$ cat src/rtl/simeck_decrypt_top.sv
// Sequential Simeck decryptor: expands the key forward into a round-key
// buffer, then runs the inverse rounds in reverse key order.
module simeck_decrypt_top #(
  parameter int DDATAW = 20,
  parameter int ROUNDS = 32
) (
  input  logic                  clk,
  input  logic                  reset,
  input  logic                  start,
  input  logic [DDATAW-1:0]     Data,
  input  logic [2*DDATAW-1:0]   Key,
  output logic                  busy,
  output logic                  done,
  output logic [DDATAW-1:0]     plaintext
);

  localparam int N  = DDATAW / 2;
  localparam int CW = (ROUNDS > 1) ? $clog2(ROUNDS) : 1;
  localparam logic [CW-1:0] LAST_IDX = CW'(ROUNDS - 1);
  // 2^N - 4: all ones except the two low bits
  localparam logic [N-1:0] C_CONST = {{(N-2){1'b1}}, 2'b00};

  typedef enum logic [1:0] {S_IDLE, S_KEYGEN, S_DECRYPT} state_t;

  // Simeck round function f(x) = (x & rotl(x,5)) ^ rotl(x,1)
  function automatic logic [N-1:0] f_fn(input logic [N-1:0] x);
    logic [N-1:0] r1;
    logic [N-1:0] r5;
    r1 = {x[N-2:0], x[N-1]};
    r5 = {x[N-6:0], x[N-1:N-5]};
    return (x & r5) ^ r1;
  endfunction

  state_t          state_q, state_d;
  logic [CW-1:0]   cnt_q, cnt_d;
  logic [4:0]      lfsr_q, lfsr_d;
  logic [N-1:0]    t2_q, t2_d, t1_q, t1_d, t0_q, t0_d, key_q, key_d;
  logic [N-1:0]    l_q, l_d, r_q, r_d;
  logic            busy_q, busy_d;
  logic            done_q, done_d;
  logic [DDATAW-1:0] pt_q, pt_d;

  logic [N-1:0]    rk_mem [ROUNDS];
  logic            rk_we;
  logic [N-1:0]    rk_rd;
  logic [N-1:0]    r_new;

  assign rk_rd = rk_mem[cnt_q];
  assign r_new = l_q ^ f_fn(r_q) ^ rk_rd;

  // Next-state logic: latch on start, expand keys, then peel rounds off
  always_comb begin
    state_d = state_q;
    cnt_d   = cnt_q;
    lfsr_d  = lfsr_q;
    t2_d    = t2_q;
    t1_d    = t1_q;
    t0_d    = t0_q;
    key_d   = key_q;
    l_d     = l_q;
    r_d     = r_q;
    busy_d  = busy_q;
    done_d  = 1'b0;
    pt_d    = pt_q;
    rk_we   = 1'b0;
    case (state_q)
      S_IDLE: begin
        if (start) begin
          t2_d    = Key[4*N-1:3*N];
          t1_d    = Key[3*N-1:2*N];
          t0_d    = Key[2*N-1:N];
          key_d   = Key[N-1:0];
          l_d     = Data[DDATAW-1:N];
          r_d     = Data[N-1:0];
          cnt_d   = '0;
          lfsr_d  = 5'b11111;
          busy_d  = 1'b1;
          state_d = S_KEYGEN;
        end
      end
      S_KEYGEN: begin
        rk_we  = 1'b1;
        key_d  = t0_q;
        t0_d   = t1_q;
        t1_d   = t2_q;
        t2_d   = key_q ^ f_fn(t0_q) ^ C_CONST ^ {{(N-1){1'b0}}, lfsr_q[0]};
        // x^5 + x^2 + 1: s[i+5] = s[i+2] ^ s[i]
        lfsr_d = {lfsr_q[0] ^ lfsr_q[2], lfsr_q[4:1]};
        if (cnt_q == LAST_IDX) begin
          state_d = S_DECRYPT;
        end else begin
          cnt_d = cnt_q + 1'b1;
        end
      end
      S_DECRYPT: begin
        l_d = r_q;
        r_d = r_new;
        if (cnt_q == '0) begin
          pt_d    = {r_q, r_new};
          done_d  = 1'b1;
          busy_d  = 1'b0;
          state_d = S_IDLE;
        end else begin
          cnt_d = cnt_q - 1'b1;
        end
      end
      default: state_d = S_IDLE;
    endcase
  end

  // State and datapath registers with synchronous reset
  always_ff @(posedge clk) begin
    if (reset) begin
      state_q <= S_IDLE;
      cnt_q   <= '0;
      lfsr_q  <= 5'b11111;
      t2_q    <= '0;
      t1_q    <= '0;
      t0_q    <= '0;
      key_q   <= '0;
      l_q     <= '0;
      r_q     <= '0;
      busy_q  <= 1'b0;
      done_q  <= 1'b0;
      pt_q    <= '0;
    end else begin
      state_q <= state_d;
      cnt_q   <= cnt_d;
      lfsr_q  <= lfsr_d;
      t2_q    <= t2_d;
      t1_q    <= t1_d;
      t0_q    <= t0_d;
      key_q   <= key_d;
      l_q     <= l_d;
      r_q     <= r_d;
      busy_q  <= busy_d;
      done_q  <= done_d;
      pt_q    <= pt_d;
    end
  end

  // Round-key buffer; contents are don't-care after reset
  always_ff @(posedge clk) begin
    if (rk_we) begin
      rk_mem[cnt_q] <= key_q;
    end
  end

  assign busy      = busy_q;
  assign done      = done_q;
  assign plaintext = pt_q;

endmodule

$ cat config.mk
export PLATFORM = sky130hd
export DESIGN_NAME = simeck_decrypt_top
export DESIGN_NICKNAME = d
export VERILOG_FILES = /design/src/rtl/simeck_decrypt_top.sv
export SDC_FILE = /design/constraint.sdc
export NUM_CORES = 1
export LEC_CHECK = 0
export CORE_MARGIN = 2
export CORE_UTILIZATION = 30
export CTS_BUF_LIST = sky130_fd_sc_hd__clkbuf_2
export DETAILED_ROUTE_END_ITERATION = 8
export SYNTH_ARGS = -nofsm -noshare
export SYNTH_HDL_FRONTEND = slang
export SYNTH_SLANG_ARGS = --single-unit
$ cat constraint.sdc
create_clock -name clk -period 3.4 [get_ports clk]
set_input_delay 0.51 -clock clk [delete_from_list [all_inputs] [get_ports clk]]
set_output_delay 0.51 -clock clk [all_outputs]
set_load 0.02 [all_outputs]
Word-level counts from Yosys, hierarchy flattened --
Memories as Yosys holds them, arrays and structs flattened. A register that Yosys moved wholly into a read port is not among the register bits. Cells that the tools add are included.
Cells by class: add/sub/neg operators 2, eq/ne operators 8, mux-type cells 31, bitwise logic cells 11, reductions and logical operators 12
Operator list (count):
- case mux 10 bit (2 select lines) | 6
- two-way mux 10 bit | 6
- bitwise XOR 10 bit | 5
- two-way mux 5 bit | 6
- bitwise AND 10 bit | 2
- case mux 5 bit (3 select lines) | 1
- inequality test 2 bit, second input constant | 5
- case mux 5 bit (2 select lines) | 1
- bitwise XOR 10 x 1 -> 10 bit | 1
- inverter 8 bit | 1
- two-way mux 1 bit | 6
- two-way mux 2 bit | 3
- case mux 2 bit (3 select lines) | 1
- AND reduction 2 bit | 3
- AND reduction 3 bit | 2
- adder 5 x 1 -> 5 bit, second input constant | 1
- equality test 5 bit, second input constant | 1
- zero test 5 bit | 1
- subtractor 5 x 1 -> 5 bit, second input constant | 1
- AND reduction 4 bit | 1
- nonzero test 2 bit | 2
- nonzero test 3 bit | 1
- equality test 2 x 1 -> 1 bit, second input constant | 1
- equality test 2 bit, second input constant | 1
- other kinds (5) | 5
Storage, ports and cells: bits in registers 94, bits in writable memories 320, input bits 63, output and inout bits 22, word-level logic and storage cells 77, memories 1
Memories:
- rk_mem | words 32, width 10, rd ports 1, clocked after memory_dff 1, wr ports 1, line 43 | logic [N-1:0] rk_mem [ROUNDS];

Logic depth before layout (Yosys ltp) --
depth after elaboration 6, gate-level depth with buffers 12, depth with buffers taken out 10

Worst setup path before layout --
Ideal clock, no wire load.
path type reg-to-reg, from register state_q[0], to register with a tool-made name, library setup time 0.132 ns, data arrival time 2.483 ns, data required time 3.268 ns, slack 0.785 ns, stages on the path, launching flop included 13, buffers on the path 2, clock period less this slack 2.615 ns, path through dfxtp_1 inv_1 ha_1 clkbuf_1 buf_1 xor2_1 ha_1 nand3b_1 o21ai_0 a222oi_1 mux2_2 a22oi_1 nor2_1
RTL lines:
- start: declaration | line 34 | state_t state_q, state_d;
- start signal: assignment | line 127 | state_q <= state_d;

==> metrics.cfg <==
[yosys]
proportion_of_netlist_area_held_by_the_largest_area_contributor=0.5566
mapped_cell_area_um2=17260
count_of_state_elements_after_synthesis=419
synth_edf_count=320
synth_compound_area_frac=0.08820
synth_top_flop_cell=sky130_fd_sc_hd__edfxtp_1
asyncSetResetFlopFracSynth=0
postSynthNetCount=1294
yosys-top-cells-area=sky130_fd_sc_hd__edfxtp_1 (56%), sky130_fd_sc_hd__dfxtp_1 (11%), sky130_fd_sc_hd__mux2i_1 (10%)
synthesis.instances=1225
yosysTopAreaCell=sky130_fd_sc_hd__edfxtp_1
synth_top_family_by_area=multiplexers
synth.yosys.warnings=0
post_synth.cell_area_avg_um2=14.09
post_synthesis_xor_xnor_area_fraction=0.02790
yosys-mux-area-fraction=0.1204
synthSimpleGateAreaFrac=0.06552
post_synth_fa_ha_maj_area_fraction=0.004348
synth.lib_cells_used.distinct=49
share_of_the_yosys_chip_area_belonging_to_registers=0.6714

[sta]
final.period_utilization=0.8382
skew_ps=59.24
setup_tns_ps=0
final_hold_viol_count=0
fin_crit_ps=2850
worst_hold_slack_ps=113.3
max-slew-margin-rel=0.3495
pins_over_their_slew_limit=0
report.final.setup_viol=0
tightestPinTransition_ps=972.1
rsz0062_at_grt=false
fmax_ghz=0.3509

[clocking]
cts_tree=done
ctsResizeCount=0
clk_pin_slew_ps=110
cts_setup_buffers=0
ctsHtreeMaxLevel=3
tritoncts_buffer_count=105
clock_path_buffers=3
cts_num_sinks=419
clock_insertion_delay_worst_skew_ps=1040
clk_root_buffer_cell=sky130_fd_sc_hd__clkbuf_2
ctsHoldBuffers=6

[routing]
dr_total_vias=11050
post-route-drc-count=0
drt-total-wl_mm=45.75
initialDrtViolationCount=1031
drt_pre_antenna_iters=5
wire_per_inst_um=20.42
ant_nets=0
detail_route.vias_per_cell=4.935

[floorplanning]
std_cell_rows=87
area_inside_the_core_boundary_um2=56600
floorplan.die_area_um2=59480
ios=85
chipHeight_um=243.9
initial_utilization=0.3050
chipWidth_um=243.9

[global_routing]
grt_usage=0.1521
maximum_number_of_pins_on_one_net_before_global_route_repair=77
number_of_global_route_vias_before_repair=11190
first_pass_grt_wire_length_mm=68.74
grt-ovfl-total=0
grt_antenna_before_repair=1

[pwr]
power.density_nw_per_um2=519.3
vdd.ir_drop.worst_v=0.0003331
totalPowerFinal_w=0.01048
leakage_nw=6.596

[flow_run]
max_capacitance_violation_total=0

[setup_path]
cell_with_the_biggest_individual_delay_on_the_critical_path=sky130_fd_sc_hd__nor4_1
cells_traversed_along_the_worst_timing_path=buf_4 > mux2i_1 > a22oi_1 > a21oi_1 > nor4_1 > xnor2_1 > a21oi_1
slowest_delay_ps=710
worstPathMaxFanout=34
worstSetupEndpointType=flip-flop
critPathMostFrequentCell=sky130_fd_sc_hd__a21oi_1
crit_required_ps=4370
worstPathArrival_ps=3820
setup.worst_path.start_class=flip-flop
timing.critical_path.buf_inv=1
crit_family=simple AND/OR/NAND/NOR gates
critPathKind=reg2reg

[layout]
drive_above_1_share=0.1733
utilization=0.3563
finish.cell_count_without_fillers=2240
nets=1478
fillers=5596
flow.area_growth_from_synthesis_pct=16.84

[place]
numPortBuffers=84
place_congestion=0.9070
dpl.hpwl_mm=30.46
place_inst=2052

[hold_path]
hold_class=in2reg

[outcome]
result_of_the_run=finished, final reports clean

-- synthesized netlist by cell type (all sizes together) (5+ instances only) --
cell	count
xor2	22
nor2b	6
dfxtp	99
xnor2	33
o21ai	27
edfxtp	320
a31oi	10
nand3	17
or3	5
nor4b	9
a22oi	70
ha	6
o22ai	5
nand2	54
mux2i	178
nor4	8
clkbuf	45
nor2	107
nand3b	8
a21oi	68
mux4	12
a211oi	50
buf	32
-- placed cells by master, fill, tap and decap left out, drive strengths merged, types with 2 or more instances in the layout --
cell / n
a211oi: 50
a21oi: 68
a222oi: 2
a22oi: 70
a31oi: 10
and2: 4
and3: 2
buf: 65
clkbuf: 155
clkdlybuf4s50: 83
clkinv: 24
dfxtp: 99
dlygate4sd3: 6
edfxtp: 320
ha: 6
inv: 7
mux2: 2
mux2i: 178
mux4: 12
nand2: 54
nand2b: 4
nand3: 17
nand3b: 8
nand4: 3
nor2: 107
nor2b: 6
nor4: 8
nor4b: 9
o21ai: 27
o22ai: 5
or2: 2
or3: 5
or3b: 2
xnor2: 33
xor2: 22
-- layout make-up --
type	count	area (um2)	area share
repair buffers	154	1401	0.06947
well taps	756	945.9	0.04690
clock inverters	26	127.6	0.006327
diodes	1	2.502	0.0001241
multi-input cells	723	5299	0.2627
inverters	6	22.52	0.001117
clock buffers	155	775.7	0.03846
flip-flops and latches	419	11600	0.5749
-- per-layer routing --
layer  vias to the layer above  track usage  wire (um)
li1                       5091            -          -
met2                       451       0.2401      21240
met4                         0      0.05846       1112
met3                        84      0.03933       3494
met5                         -            0          0
met1                      5428       0.2002      19900
-- power by group --
part,total [W],internal (W),leakage (nW),switching [W]
clock network,0.00326,0.00128,0.712,0.00198
registers,0.00591,0.00579,3.74,0.000111
logic,0.00131,0.000470,2.14,0.000837
total,0.0105,0.00754,6.60,0.00293
-- per-stage QoR --
| step | worst slack [ps] | cell area, um2 |
|---|---|---|
| 6_report | 550.1 | 20170 |
| 3_3_place_gp | 599.0 | 19200 |
| 3_5_place_dp | 679.2 | 19200 |
| 2_1_floorplan | 784.6 | 17260 |
| 5_1_grt | 416.4 | 20170 |
| 4_1_cts | 625.8 | 20170 |
-- state kept, by name (all words and copies together) (netlist names), named ones only --
register	count
key_q	10
cnt_q	5
r_q	10
t2_q	10
t0_q	10
rk_mem	320
state_q	2
lfsr_q	5
l_q	10
t1_q	10
done	1
plaintext	20
busy	1
-- path summary, 6_finish.rpt --
path	start	to	slack (ps)	cells past startpoint
min	Key[10]	t0_q[0]	110	3
min reg2reg	plaintext[17]	plaintext[17]	470	2
max reg2reg	flip-flop	plaintext[6]	550	7
max	flip-flop	plaintext[6]	550	7
-- kinds of logic after synthesis --
| group | count (synthesis) |
|---|---|
| AO/OA/AOI/OAI | 235 |
| XOR/XNOR | 55 |
| adder cells (fa/ha/maj) | 6 |
| buffers and inverters | 83 |
| flip-flops | 419 |
| multiplexers | 192 |
| AND/OR/NAND/NOR | 235 |
-- worst register-to-register path, cell delays in order (launching register included) --
cell	delay (ps)
sky130_fd_sc_hd__dfxtp_2	480
sky130_fd_sc_hd__buf_4	540
sky130_fd_sc_hd__mux2i_1	270
sky130_fd_sc_hd__a22oi_1	240
sky130_fd_sc_hd__a21oi_1	120
sky130_fd_sc_hd__nor4_1	710
sky130_fd_sc_hd__xnor2_1	230
sky130_fd_sc_hd__a21oi_1	180
No activity file was read; power rests on OpenSTA's default activity.
